### config.mk
export PLATFORM = sky130hd
export DESIGN_NAME = game_flow_controller
export DESIGN_NICKNAME = d
export VERILOG_FILES = /design/src/rtl/game_flow_controller.sv
export SDC_FILE = /design/constraint.sdc
export NUM_CORES = 1
export LEC_CHECK = 0
export CAP_MARGIN = 5
export CELL_PAD_IN_SITES_DETAIL_PLACEMENT = 0
export CELL_PAD_IN_SITES_GLOBAL_PLACEMENT = 1
export CORE_MARGIN = 2
export CORE_UTILIZATION = 40
export CTS_CLUSTER_SIZE = 25
export DETAILED_ROUTE_END_ITERATION = 12
export GPL_TIMING_DRIVEN = 0
export MAX_ROUTING_LAYER = met4
export PLACE_DENSITY = 0.74
export SLEW_MARGIN = 20
export SYNTH_ARGS = -nofsm -noshare
export SYNTH_HDL_FRONTEND = slang
export SYNTH_SLANG_ARGS = --single-unit
### constraint.sdc
create_clock -name clk -period 2.44 [get_ports clk]
set_input_delay 0.488 -clock clk [delete_from_list [all_inputs] [get_ports clk]]
set_output_delay 0.488 -clock clk [all_outputs]
set_load 0.05 [all_outputs]
### src/rtl/game_flow_controller.sv
// ---------------------------------------------------------------------------
// game_flow_controller
//   Top-level game sequencer for Space Invaders. It owns the game phase, the
//   remaining lives and the current level, and it reacts to events from the
//   collision logic. It drives these outputs:
//     - freeze and invulnerability controls for the object movers,
//     - a level-reset pulse that reloads the alien matrix,
//     - the phase code, which the drawing mux uses to pick banners.
//
// Ports
//   clk                 system clock
//   resetN              asynchronous active-low reset
//   startOfFrame        one-clk pulse per VGA frame; timebase for all timers
//   startKey            start/restart key (level); only its rising edge acts
//   playerHit           player hit (level); a rising edge counts as one hit
//   aliensReachedBorder aliens reached the player row (level)
//   allAliensDead       alien matrix is empty (level)
//   godMode             hits never cost lives (level)
//   gameState[2:0]      0 IDLE,1 INTRO,2 PLAYING,3 HIT_RECOVER,4 CLEAR,5 OVER,6 WIN
//   lives[1:0]          remaining lives
//   level[3:0]          current level, 1..MAX_LEVEL
//   freezeObjects       movers/shooters hold position
//   playerInvulnerable  high while recovering from a hit
//   levelResetPulse     one-clk pulse on the first clk of INTRO
// ---------------------------------------------------------------------------
module game_flow_controller #(
    parameter int START_LIVES   = 3,
    parameter int INVULN_FRAMES = 90,
    parameter int BANNER_FRAMES = 120,
    parameter int MAX_LEVEL     = 5
) (
    input  logic       clk,
    input  logic       resetN,
    input  logic       startOfFrame,
    input  logic       startKey,
    input  logic       playerHit,
    input  logic       aliensReachedBorder,
    input  logic       allAliensDead,
    input  logic       godMode,
    output logic [2:0] gameState,
    output logic [1:0] lives,
    output logic [3:0] level,
    output logic       freezeObjects,
    output logic       playerInvulnerable,
    output logic       levelResetPulse
);

    localparam int MAX_FRAMES = (INVULN_FRAMES > BANNER_FRAMES) ? INVULN_FRAMES : BANNER_FRAMES;
    localparam int CNT_W      = $clog2(MAX_FRAMES + 1);

    typedef enum logic [2:0] {
        IDLE        = 3'd0,
        INTRO       = 3'd1,
        PLAYING     = 3'd2,
        HIT_RECOVER = 3'd3,
        CLEAR       = 3'd4,
        OVER        = 3'd5,
        WIN         = 3'd6
    } state_t;

    state_t           state, stateNext;
    logic [CNT_W-1:0] frameCnt, frameCntNext;
    logic [1:0]       livesNext;
    logic [3:0]       levelNext;
    logic             pulseNext;
    logic             startKeyD, playerHitD;
    logic             startEdge, hitEdge;
    logic             timedState;
    logic             bannerDone, invulnDone;

    assign startEdge = startKey && !startKeyD;
    assign hitEdge   = playerHit && !playerHitD;

    // The counter holds the number of SOFs seen since the state was entered.
    // A timer of N expires on the clk that samples the Nth SOF, so the test
    // is "SOF now and N-1 already counted".
    assign timedState = (state == INTRO) || (state == HIT_RECOVER) || (state == CLEAR);
    assign bannerDone = startOfFrame && (frameCnt == CNT_W'(BANNER_FRAMES - 1));
    assign invulnDone = startOfFrame && (frameCnt == CNT_W'(INVULN_FRAMES - 1));

    assign gameState = state;

    // ------------------------------------------------------------------
    // Next-state and next-value logic
    // ------------------------------------------------------------------
    always_comb begin
        stateNext = state;
        livesNext = lives;
        levelNext = level;
        pulseNext = 1'b0;

        unique case (state)
            IDLE: begin
                if (startEdge) begin
                    stateNext = INTRO;
                    livesNext = 2'(START_LIVES);
                    levelNext = 4'd1;
                    pulseNext = 1'b1;
                end
            end

            INTRO: begin
                if (bannerDone) stateNext = PLAYING;
            end

            PLAYING: begin
                // Border beats clear beats hit when several arrive together.
                if (aliensReachedBorder) begin
                    stateNext = OVER;
                    livesNext = 2'd0;
                end else if (allAliensDead) begin
                    stateNext = CLEAR;
                end else if (hitEdge && !godMode) begin
                    if (lives <= 2'd1) begin
                        livesNext = 2'd0;
                        stateNext = OVER;
                    end else begin
                        livesNext = lives - 2'd1;
                        stateNext = HIT_RECOVER;
                    end
                end
            end

            HIT_RECOVER: begin
                // Hits are ignored here; that is the point of the window.
                if (aliensReachedBorder) begin
                    stateNext = OVER;
                    livesNext = 2'd0;
                end else if (allAliensDead) begin
                    stateNext = CLEAR;
                end else if (invulnDone) begin
                    stateNext = PLAYING;
                end
            end

            CLEAR: begin
                if (bannerDone) begin
                    if (level >= 4'(MAX_LEVEL)) begin
                        stateNext = WIN;
                    end else begin
                        levelNext = level + 4'd1;
                        pulseNext = 1'b1;
                        stateNext = INTRO;
                    end
                end
            end

            OVER, WIN: begin
                if (startEdge) stateNext = IDLE;
            end

            default: stateNext = IDLE;
        endcase
    end

    // Any state change restarts the timer, so each timed state starts from zero.
    always_comb begin
        frameCntNext = frameCnt;
        if (stateNext != state)
            frameCntNext = '0;
        else if (timedState && startOfFrame)
            frameCntNext = frameCnt + CNT_W'(1);
    end

    // ------------------------------------------------------------------
    // Registers. The control outputs are decoded from stateNext, so they
    // stay registered and still line up with the state they describe.
    // ------------------------------------------------------------------
    always_ff @(posedge clk or negedge resetN) begin
        if (!resetN) begin
            state              <= IDLE;
            frameCnt           <= '0;
            lives              <= 2'(START_LIVES);
            level              <= 4'd1;
            levelResetPulse    <= 1'b0;
            playerInvulnerable <= 1'b0;
            freezeObjects      <= 1'b1;
            startKeyD          <= 1'b0;
            playerHitD         <= 1'b0;
        end else begin
            state              <= stateNext;
            frameCnt           <= frameCntNext;
            lives              <= livesNext;
            level              <= levelNext;
            levelResetPulse    <= pulseNext;
            playerInvulnerable <= (stateNext == HIT_RECOVER);
            freezeObjects      <= !((stateNext == PLAYING) || (stateNext == HIT_RECOVER));
            startKeyD          <= startKey;
            playerHitD         <= playerHit;
        end
    end

endmodule

==> implementation parameters <==
Parameter                              Value

Detailed routing
  Wire length on met3    89 um
  Drt wl/cell    between 15 and 20 um
  Drt first pass iters    5
  DR WL met2    1320 um
  Vias per inst    5.69
  First-iteration detailed-routing DRC count    around 40
  Number of DRC violations after detailed routing    0
  Detailed-route via count    1036
  Length of routed wiring on met1    1350 um
  Highest metal layer with signal wires    met4
  Routed Antenna Nets    0
  Detailed Route WL    2790 um

STA
  Final setup skew    0.00762 ns
  Worst slew slack as a fraction of its limit    around 36%
  RSZ-0062 raised after global routing    false
  Pins Over Slew Limit    0
  # setup viols final    0
  Tcrit/Tclk final    between 90% and 100%
  Minimum clock period    2.25 ns
  Endpoints failing hold    0
  Timing-limited maximum frequency    ~450 MHz
  Least-Margin Pin Slew    roughly 0.96 ns
  Hold Worst Slack    0.522 ns

Power and ir drop
  Worst IR drop on VDD    284 uV
  Ratio of total power to cell area    697 mW/mm2
  Leak    around 0.60 nW
  Overall Power    1.06 mW

Critical path
  Gate family responsible for the most delay along the worst path    compound AO/OA/AOI/OAI gates
  Maximum single-stage delay on the critical path    0.52 ns
  List of cells traversed by the critical path    clkdlybuf4s50_1, nand3_2, o41a_1, o31a_1, nor4_4, buf_4, nor4_1
  Arrival @ worst endpoint    approximately 2.4 ns
  Number of cell instances on the worst register-to-register path    5
  Beginning of the critical path    startOfFrame
  CP endpoint    frameCnt[6]
  WS Path Type    in2reg
  Beginning of the worst register-to-register path    frameCnt[0]
  Number of gates on the worst path with buffers counted    7
  Required time at the worst-slack endpoint    2.62 ns
  Worst reg2reg setup slack    about 0.23 ns
  Setup crit end kind    flop
  CP Launch Type    input port
  Critical-path top delay cell    sky130_fd_sc_hd__clkdlybuf4s50_1
  Crit Path Max Fanout    7
  CP bufs+invs    2
  Reg2reg end    frameCnt[6]

CTS
  TritonCTS sink count    21
  TritonCTS clock tree    built
  Clock latency at the later pin of the worst-skew pair    ~0.32 ns
  Number of buffers on the longest clock path    2
  H-tree depth    1
  Root Driver    sky130_fd_sc_hd__clkbuf_4
  Clock edge transition at the registers on the reported setup and hold paths    0.12 ns
  Number of buffers added by the clock tree synthesis step    3
  Hold bufs inserted after CTS    0

Synthesis
  Post-Syn Instances    125
  Flip-flop and latch count after synthesis    21
  Syn_area_per_cell    ~9.9 um2
  Number of flops mapped to enable cells by yosys    0
  Sequential-to-total area share from yosys stat    about 43%
  Distinct cell type count after synthesis    44
  Top_reg_cell synth    sky130_fd_sc_hd__dfrtp_1
  Syn nets    138
  Mapped cell area    0.00123 mm2
  Fraction of synthesis flops using an asynchronous set or reset pin    100%
  Yosys synthesis warning count    0

Die
  Floorplan row count    20
  Core Box Area    around 0.003 mm2
  Die X-Extent    around 60 um
  Starting density of the core    just over 40%
  Boundary pin count    20
  Area enclosed by the die boundary    around 0.0035 mm2
  Die boundary height    about 60 um

Flow run
  Max capacitance violation total    0

Global route
  Global-route usage over all layers    around 18%
  Maximum number of pins on one net before global-route repair    22
  Global route overflow    0
  Initial antenna violation count    0
  Wire length of the first global-routing pass    roughly 4700 um
  Via count of the first global-routing pass    1058

Place
  Estimated wirelength of the detail-placed design    between 2000 and 2500 um
  Gp weighted congestion    around 0.81
  Number of port buffers    19

Final layout
  Leading cell types in the layout, fill and taps excluded    19 x sky130_fd_sc_hd__clkdlybuf4s50_1, 17 x sky130_fd_sc_hd__dfrtp_1, 9 x sky130_fd_sc_hd__inv_1, 9 x sky130_fd_sc_hd__nor2_1, 8 x sky130_fd_sc_hd__nand2_1
  Final Net Count    163
  Most common cell after layout, fill and taps aside    sky130_fd_sc_hd__clkdlybuf4s50_1
  Area growth, synth to finish    23.5%
  Ratio of cells with drive above 1 in the final layout    around 15%
  Antenna fix cells    0

Worst hold path
  Worst hold-check path type    reg2reg

Status
  Result of the run    complete, no violations
timing repair:
item / CTS / global route
setup endpoints to repair: 0 / 5
setup buffers: 0 / 1
gates resized for setup: 0 / 3
area by class of cell:
| type | instances | area (um2) |
|---|---|---|
| fillers | 287 | 1480 |
| multi-input cells | 92 | 674 |
| flip-flops and latches | 21 | 531 |
| repair buffers | 20 | 198 |
| well taps | 33 | 41.3 |
| inverters | 9 | 33.8 |
| clock buffers | 4 | 26.3 |
| plain buffers | 3 | 20.0 |
per-stage QoR:
step	instance area, um2	instances	TNS, ns	utilization (%)	setup slack, ns
final	1520	182	0	50.7	0.194
after global routing	1520	182	0	50.7	0.0424
after CTS	1490	181	0	49.7	0.0640
after detailed placement	1470	177	-1.88	48.8	-0.256
after global placement	1470	177	-1.24	48.8	-0.169
after floorplan	1230	125	0	-	0.142
layer usage:
layer,vias up,track usage (%)
met5,-,-
met4,0,6.67
met3,4,1.97
met2,24,28.6
met1,503,24.7
li1,505,-
kinds of logic after synthesis:
family	synth area share (%)
and+or+nand+nor	23.3
AOI/OAI and AO/OA	17.7
DFF	43.0
buffers and inverters	4.36
xor gates and xnor gates	5.68
adders and majority gates	5.07
muxes	0.811
report_power, final:
| group | leakage [nW] | switching [mW] | internal [mW] |
|---|---|---|---|
| sequential | 0.262 | 0.0717 | 0.410 |
| combinational | 0.328 | 0.233 | 0.168 |
| clock | 0.0150 | 0.114 | 0.0641 |
state kept, by name, summed over array words and instances (netlist names):
register	flops
frameCnt	7
playerHitD	1
freezeObjects	1
lives	2
level	4
startKeyD	1
gameState	3
playerInvulnerable	1
levelResetPulse	1
worst min-delay path by stage:
| stage | start | endpoint | cells past startpoint |
|---|---|---|---|
| after floorplan | resetN | frameCnt[0] | 0 |
| after global placement | lives[1] | lives[1] | 2 |
| after detailed placement | lives[1] | lives[1] | 2 |
| after CTS | lives[1] | lives[1] | 2 |
| after global routing | lives[1] | lives[1] | 2 |
| final | lives[1] | lives[1] | 2 |
worst min-delay path: stages, from the launching register on:
cell,delay (ns)
sky130_fd_sc_hd__dfstp_2,0.41
sky130_fd_sc_hd__o21ai_0,0.07
sky130_fd_sc_hd__nand2b_1,0.06
cell usage after synthesis, types with 4 or more instances:
cell type,number,share of area (%)
sky130_fd_sc_hd__o21ai_0,5,2.0
sky130_fd_sc_hd__o211ai_1,5,3.0
sky130_fd_sc_hd__dfrtp_1,17,34
sky130_fd_sc_hd__nor4_1,6,3.0
sky130_fd_sc_hd__dfstp_2,4,8.5
sky130_fd_sc_hd__xor2_1,4,2.8
sky130_fd_sc_hd__nor2_1,9,2.7
sky130_fd_sc_hd__xnor2_1,4,2.8
sky130_fd_sc_hd__inv_1,9,2.7
sky130_fd_sc_hd__nor3_1,4,1.6
sky130_fd_sc_hd__nand2_1,8,2.4
sky130_fd_sc_hd__ha_1,5,5.1
sky130_fd_sc_hd__a21oi_1,5,2.0
sky130_fd_sc_hd__nand3_1,6,2.4
No activity file was read; power rests on OpenSTA's default activity.
